$ cat config.mk
export PLATFORM = sky130hd
export DESIGN_NAME = key_direction_decoder
export DESIGN_NICKNAME = d
export VERILOG_FILES = /design/src/rtl/kbd_pkg.sv /design/src/rtl/prefix_timeout.sv /design/src/rtl/key_direction_decoder.sv
export SDC_FILE = /design/constraint.sdc
export NUM_CORES = 1
export LEC_CHECK = 0
export CAP_MARGIN = 20
export CORE_UTILIZATION = 35
export CTS_CLUSTER_DIAMETER = 50
export DETAILED_ROUTE_END_ITERATION = 16
export SLEW_MARGIN = 20
export SYNTH_ARGS = -nofsm -noshare
export SYNTH_HDL_FRONTEND = slang
export SYNTH_SLANG_ARGS = --single-unit
$ cat constraint.sdc
create_clock -name CLK -period 2 [get_ports CLK]
set_input_delay 0.4 -clock CLK [delete_from_list [all_inputs] [get_ports CLK]]
set_output_delay 0.4 -clock CLK [all_outputs]
set_load 0.02 [all_outputs]
$ cat src/rtl/kbd_pkg.sv
// Shared definitions for the PS/2 keyboard direction decoder: FSM state
// encoding, scan-code set 2 control bytes and a helper to spot bytes that
// reset the parser.
package kbd_pkg;

  typedef enum logic [1:0] {
    ST_IDLE    = 2'd0,
    ST_EXT     = 2'd1,
    ST_BRK     = 2'd2,
    ST_EXT_BRK = 2'd3
  } kbd_state_e;

  localparam logic [7:0] PS2_EXT    = 8'hE0;
  localparam logic [7:0] PS2_BRK    = 8'hF0;
  localparam logic [7:0] PS2_BAT_OK = 8'hAA;
  localparam logic [7:0] PS2_ERR0   = 8'h00;
  localparam logic [7:0] PS2_ERR1   = 8'hFF;

  // Self-test pass and overrun/error bytes drop every held key.
  function automatic logic is_flush_code(input logic [7:0] b);
    return (b == PS2_BAT_OK) || (b == PS2_ERR0) || (b == PS2_ERR1);
  endfunction

endpackage

$ cat src/rtl/prefix_timeout.sv
// Idle counter used to abandon a half-received prefix sequence. Clear wins
// over enable; done is asserted while the count sits at PREFIX_TIMEOUT-1.
module prefix_timeout #(
  parameter logic [19:0] PREFIX_TIMEOUT = 20'd50000
) (
  input  logic CLK,
  input  logic RESETn,
  input  logic clear_i,
  input  logic enable_i,
  output logic done_o
);

  logic [19:0] cnt_q;
  logic [19:0] cnt_d;

  // Next count: restart on clear, otherwise advance while enabled.
  always_comb begin
    cnt_d = cnt_q;
    if (clear_i) begin
      cnt_d = 20'd0;
    end else if (enable_i) begin
      cnt_d = cnt_q + 20'd1;
    end else begin
      cnt_d = cnt_q;
    end
  end

  // Counter register.
  always_ff @(posedge CLK or negedge RESETn) begin
    if (!RESETn) begin
      cnt_q <= 20'd0;
    end else begin
      cnt_q <= cnt_d;
    end
  end

  assign done_o = (cnt_q == (PREFIX_TIMEOUT - 20'd1));

endmodule

$ cat src/rtl/key_direction_decoder.sv
// Turns the PS/2 set-2 byte stream into held up/down commands for both rods.
// Make/break and E0 prefixes are tracked by a four-state FSM; each key has a
// held flag, and a rod asked to go both ways at once is told to go nowhere.
module key_direction_decoder
  import kbd_pkg::*;
#(
  parameter logic [7:0]  KEY_P1_UP      = 8'h1D,
  parameter logic [7:0]  KEY_P1_DOWN    = 8'h1B,
  parameter logic [7:0]  KEY_P2_UP      = 8'h75,
  parameter logic [7:0]  KEY_P2_DOWN    = 8'h72,
  parameter logic [19:0] PREFIX_TIMEOUT = 20'd50000
) (
  input  logic       CLK,
  input  logic       RESETn,
  input  logic       code_valid,
  input  logic [7:0] code_byte,
  output logic       p1_up,
  output logic       p1_down,
  output logic       p2_up,
  output logic       p2_down
);

  kbd_state_e state_q, state_d;
  // held flags, bit order {h1u, h1d, h2u, h2d}
  logic [3:0] held_q, held_d;
  logic [3:0] out_q,  out_d;
  logic       timeout_done;

  prefix_timeout #(
    .PREFIX_TIMEOUT(PREFIX_TIMEOUT)
  ) u_prefix_timeout (
    .CLK     (CLK),
    .RESETn  (RESETn),
    .clear_i (code_valid | (state_q == ST_IDLE)),
    .enable_i(state_q != ST_IDLE),
    .done_o  (timeout_done)
  );

  // Parse the incoming byte; a received byte takes precedence over timeout.
  always_comb begin
    state_d = state_q;
    held_d  = held_q;
    if (code_valid) begin
      if (is_flush_code(code_byte)) begin
        held_d  = 4'b0000;
        state_d = ST_IDLE;
      end else begin
        case (state_q)
          ST_IDLE: begin
            if (code_byte == PS2_EXT) begin
              state_d = ST_EXT;
            end else if (code_byte == PS2_BRK) begin
              state_d = ST_BRK;
            end else if (code_byte == KEY_P1_UP) begin
              held_d[3] = 1'b1;
            end else if (code_byte == KEY_P1_DOWN) begin
              held_d[2] = 1'b1;
            end else begin
              state_d = ST_IDLE;
            end
          end
          ST_EXT: begin
            state_d = ST_IDLE;
            if (code_byte == PS2_BRK) begin
              state_d = ST_EXT_BRK;
            end else if (code_byte == PS2_EXT) begin
              state_d = ST_EXT;
            end else if (code_byte == KEY_P2_UP) begin
              held_d[1] = 1'b1;
            end else if (code_byte == KEY_P2_DOWN) begin
              held_d[0] = 1'b1;
            end else begin
              state_d = ST_IDLE;
            end
          end
          ST_BRK: begin
            state_d = ST_IDLE;
            if (code_byte == PS2_BRK) begin
              state_d = ST_BRK;
            end else if (code_byte == KEY_P1_UP) begin
              held_d[3] = 1'b0;
            end else if (code_byte == KEY_P1_DOWN) begin
              held_d[2] = 1'b0;
            end else begin
              state_d = ST_IDLE;
            end
          end
          ST_EXT_BRK: begin
            state_d = ST_IDLE;
            if (code_byte == KEY_P2_UP) begin
              held_d[1] = 1'b0;
            end else if (code_byte == KEY_P2_DOWN) begin
              held_d[0] = 1'b0;
            end else begin
              state_d = ST_IDLE;
            end
          end
          default: begin
            state_d = ST_IDLE;
          end
        endcase
      end
    end else if (timeout_done) begin
      state_d = ST_IDLE;
    end else begin
      state_d = state_q;
    end
  end

  // Output vector from next flags, with contradictory requests cancelled.
  always_comb begin
    out_d = {held_d[3] & ~held_d[2], held_d[2] & ~held_d[3],
             held_d[1] & ~held_d[0], held_d[0] & ~held_d[1]};
  end

  // State, flag and output registers.
  always_ff @(posedge CLK or negedge RESETn) begin
    if (!RESETn) begin
      state_q <= ST_IDLE;
      held_q  <= 4'b0000;
      out_q   <= 4'b0000;
    end else begin
      state_q <= state_d;
      held_q  <= held_d;
      out_q   <= out_d;
    end
  end

  assign p1_up   = out_q[3];
  assign p1_down = out_q[2];
  assign p2_up   = out_q[1];
  assign p2_down = out_q[0];

endmodule

==> flow_metrics.env, run 1 <==
export IMPL_areaGrowthSynthToFinish_pct=28.2
export IMPL_cts_root_buf="sky130_fd_sc_hd__clkbuf_8"
export IMPL_first_iter_violations=27
export IMPL_wl_per_cell_um=13.2
export IMPL_commonest_non_fill_non_tap_cell_in_the_layout="sky130_fd_sc_hd__dfrtp_1"
export IMPL_postSynthRegisterBits=30
export IMPL_yosysUniqueCellTypes=37
export IMPL_critical_path_reg2reg_startpoint="u_prefix_timeout.cnt_q[5]$_DFFE_PN0P_"
export IMPL_layout_min_cycle_time_ns=1.91
export IMPL_antenna_violating_nets_post_route=0
export IMPL_hold_slack_ns=0.472
export IMPL_post_synth_cell_area_avg_um2=10.3
export IMPL_cts_sinks=30
export IMPL_fillerInstances=421
export IMPL_gr_usage_all_layers=0.149
export IMPL_wirelength_um=3180
export IMPL_criticalPathCategory="input pin to flip-flop"
export IMPL_via_count=1244
export IMPL_critPathMaxStageDelay_ns=0.56
export IMPL_critical_path_s_slowest_cell="sky130_fd_sc_hd__or4_4"
export IMPL_dpl_cell_count=233
export IMPL_insertedDiodeCount=0
export IMPL_drc_violations_left=0
export IMPL_htreeDepth=2
export IMPL_synthesis_instances=153
export IMPL_max_cap_violations=0
export IMPL_die_width_um=69.1
export IMPL_seqPwrFrac=0.509
export IMPL_finalWeightedCongestion=0.887
export IMPL_cp_top_family="simple AND/OR/NAND/NOR gates"
export IMPL_start_util=0.364
export IMPL_rsz0062_at_grt="no"
export IMPL_critPathBufInv=1
export IMPL_fin_cells=242
export IMPL_dp_hpwl_um=2310
export IMPL_timing_critical_path_cells="clkdlybuf4s50_1, or4_4, a21oi_4, nor3_4, a21boi_0, o22a_1"
export IMPL_core_area_um2=4320
export IMPL_pwr_share_comb=0.084
export IMPL_maximum_clock_frequency_mhz=522
export IMPL_synthesized_netlist_net_count=165
export IMPL_whs_endpoint="u_prefix_timeout.cnt_q[0]$_DFFE_PN0P_"
export IMPL_critPathCaptureType="flip-flop"
export IMPL_synth_async_sr_flop_share=1.00
export IMPL_source_to_sink_clock_delay_at_the_later_pin_of_the_worst_skew_pair_ns=0.28
export IMPL_hold_path_startpoint="u_prefix_timeout.cnt_q[0]$_DFFE_PN0P_"
export IMPL_boundaryPins=15
export IMPL_grt_first_pass_wirelength_um=5780
export IMPL_synth_edf_count=0
export IMPL_grt_start_max_net_pins=31
export IMPL_layout_worst_path_cycle_share=0.957
export IMPL_detailedRoute_firstPassIterationCount=4
export IMPL_most_frequent_cells_in_the_layout="30 x sky130_fd_sc_hd__dfrtp_1, 22 x sky130_fd_sc_hd__nor2_1, 17 x sky130_fd_sc_hd__buf_4, 14 x sky130_fd_sc_hd__nand2_1, 10 x sky130_fd_sc_hd__xor2_1"
export IMPL_dominant_combinational_cell_family_by_area_after_synthesis="simple AND/OR/NAND/NOR gates"
export IMPL_switching_power_share_of_the_total=0.227
export IMPL_synth_simple_gate_area_share=0.299
export IMPL_die_area_um2=4770
export IMPL_finalSetupViolCount=0
export IMPL_via_count_of_the_first_global_routing_pass=1332
export IMPL_required_ns=2.16
export IMPL_initial_antenna_violation_count=0
export IMPL_muxShareOfSynthArea=0
export IMPL_ys_warn_count=0
export IMPL_pins_over_slew_limit=0
export IMPL_share_clk_of_total_power=0.407
export IMPL_synth_ff_type="sky130_fd_sc_hd__dfrtp_1"
export IMPL_switchingPower_uw=274
export IMPL_dieHeight_um=69.1
export IMPL_post_cts_hold_buffer_count=0
export IMPL_route_detailed_vias_per_inst=5.14
export IMPL_reg2reg_setup_slack_ns=0.22
export IMPL_tritoncts_num_buffers=5
export IMPL_hold_path_class="flip-flop to flip-flop"
export IMPL_rr_worst_depth=4
export IMPL_io_buffers=14
export IMPL_critical_path_max_fanout=6
export IMPL_cp_start_kind="input pin"
export IMPL_cts_max_path_buffers=2
export IMPL_power_leakage_uw=0.000893
export IMPL_power_per_cell_area_nw_per_um2=599
export IMPL_rows=24
export IMPL_final_global_route_overflow_total=0
export IMPL_cell_internal_pwr_uw=935
export IMPL_xor_and_xnor_area_share_after_synthesis=0.0946
export IMPL_worstMarginPinSlew_ns=0.408
export IMPL_net_count_final=201
export IMPL_synth_area_um2=1570
export IMPL_synth_compound_area_frac=0.105
export IMPL_finalClockSkew_ns=0.00666
export IMPL_cp_data_arrival_time_ns=2.08
export IMPL_min_delay_path_depth=1
export IMPL_rr_endpoint="state_q[0]$_DFFE_PN0P_"
export IMPL_worst_slew_margin_rel=0.724
export IMPL_post_synth_fa_ha_maj_area_fraction=0.00795
export IMPL_seq_area_frac_synth=0.477
export IMPL_run_status="finished clean"
export IMPL_peakVddDrop_uv=555
export IMPL_drive_above_1_share=0.200
export IMPL_clkTransAtPathRegs_ns=0.06
export IMPL_cts_tree="built"
export IMPL_hold_viol_final=0
area by class of cell:
class                      count  area [um2]  share of cell area
sequential                    30         751               0.372
timing repair buffer          31         280               0.139
inverter                       5        18.8             0.00930
clock buffer                   7        86.3              0.0428
clock inverter                 1        5.00             0.00248
tap                           52        65.1              0.0322
multi-input combinational    116         812               0.402
power by group through the flow:
stage	Clock, uW	Combinational, uW	Sequential (uW)
after floorplan	0	35.0	626
after global placement	0	98.5	627
after detailed placement	0	101	626
after CTS	511	102	615
after global routing	538	112	616
final	491	102	616
worst max path at each step:
stage                       startpoint                      to  cells past startpoint
after detailed placement  code_byte[5]      out_q[2]$_DFF_PN0_                      6
after CTS                 code_byte[5]      out_q[3]$_DFF_PN0_                      6
after floorplan           code_byte[0]  state_q[0]$_DFFE_PN0P_                      5
after global placement    code_byte[5]      out_q[3]$_DFF_PN0_                      6
final                     code_byte[0]  state_q[0]$_DFFE_PN0P_                      6
after global routing      code_byte[0]      out_q[2]$_DFF_PN0_                      6
metrics by stage:
stage | util | setup TNS (ns) | setup WS (ns) | instance area, um2 | total power, uW
final | 0.467 | 0 | 0.0856 | 2020 | 1210
after global placement | 0.438 | -1.90 | -0.268 | 1890 | 725
after CTS | 0.459 | 0 | 0.00494 | 1980 | 1230
after floorplan | - | 0 | 0.295 | 1570 | 661
after global routing | 0.467 | 0 | 0.00748 | 2020 | 1270
after detailed placement | 0.438 | -2.23 | -0.283 | 1890 | 728
routing by layer:
metal  track usage  part of all wire
met2         0.255              0.49
met4        0.0454            0.0097
met3        0.0424             0.033
met1         0.181              0.46
met5             0                 0
cell usage after synthesis (2+ instances only):
cell / n / area (um2)
sky130_fd_sc_hd__nor3_1: 5 / 25.0
sky130_fd_sc_hd__a22oi_2: 4 / 50.1
sky130_fd_sc_hd__nand3_1: 3 / 15.0
sky130_fd_sc_hd__nor4b_4: 2 / 47.6
sky130_fd_sc_hd__nor2b_1: 4 / 25.0
sky130_fd_sc_hd__nand2_1: 14 / 52.6
sky130_fd_sc_hd__nor4_1: 5 / 31.3
sky130_fd_sc_hd__nand4_1: 7 / 43.8
sky130_fd_sc_hd__o31ai_1: 4 / 30.0
sky130_fd_sc_hd__xor2_1: 10 / 87.6
sky130_fd_sc_hd__xnor2_1: 7 / 61.3
sky130_fd_sc_hd__nor2_1: 22 / 82.6
sky130_fd_sc_hd__inv_1: 5 / 18.8
sky130_fd_sc_hd__nor4b_1: 2 / 17.5
sky130_fd_sc_hd__nand3b_1: 2 / 15.0
sky130_fd_sc_hd__o21ai_0: 2 / 10.0
sky130_fd_sc_hd__and3_1: 5 / 31.3
sky130_fd_sc_hd__dfrtp_1: 30 / 751
sky130_fd_sc_hd__clkbuf_1: 2 / 7.51
sequential cells by signal (all words and copies together) (netlist names):
| signal | cells |
|---|---|
| u_prefix_timeout.cnt_q | 20 |
| held_q | 4 |
| state_q | 2 |
| out_q | 4 |
repair_timing:
action,in CTS,in global routing
hold endpoints to repair,0,0
setup endpoints to repair,0,6
buffers inserted,0,1
resized for setup,0,8
kinds of logic after synthesis:
family	after synthesis
compound gates	18
xor+xnor	17
fa+ha+maj	1
buf+inv	7
flops	30
simple gates	80
worst register-to-register path, stage by stage (launching register included):
cell	delay (ns)
sky130_fd_sc_hd__dfrtp_1	0.43
sky130_fd_sc_hd__or4b_1	0.54
sky130_fd_sc_hd__nor4_1	0.18
sky130_fd_sc_hd__a41oi_1	0.24
sky130_fd_sc_hd__o22a_1	0.27
Power figures use the tool's default switching activity.
==> run 2: changes to the inputs <==
--- a/config.mk
+++ b/config.mk
@@ -5,7 +5,7 @@
 export SDC_FILE = /design/constraint.sdc
 export NUM_CORES = 1
 export LEC_CHECK = 0
-export CAP_MARGIN = 20
+export CAP_MARGIN = 0
 export CORE_UTILIZATION = 35
 export CTS_CLUSTER_DIAMETER = 50
 export DETAILED_ROUTE_END_ITERATION = 16
==> results of run 2 <==
The final DEF is identical to that of run 1; final timing and power are the same.
==> run 3: changes to the inputs <==
--- a/config.mk
+++ b/config.mk
@@ -8,6 +8,7 @@
 export CAP_MARGIN = 0
 export CORE_UTILIZATION = 35
 export CTS_CLUSTER_DIAMETER = 50
+export CTS_CLUSTER_SIZE = 30
 export DETAILED_ROUTE_END_ITERATION = 16
 export SLEW_MARGIN = 20
 export SYNTH_ARGS = -nofsm -noshare
==> results of run 3 <==
The final DEF is identical to that of run 1; final timing and power are the same.
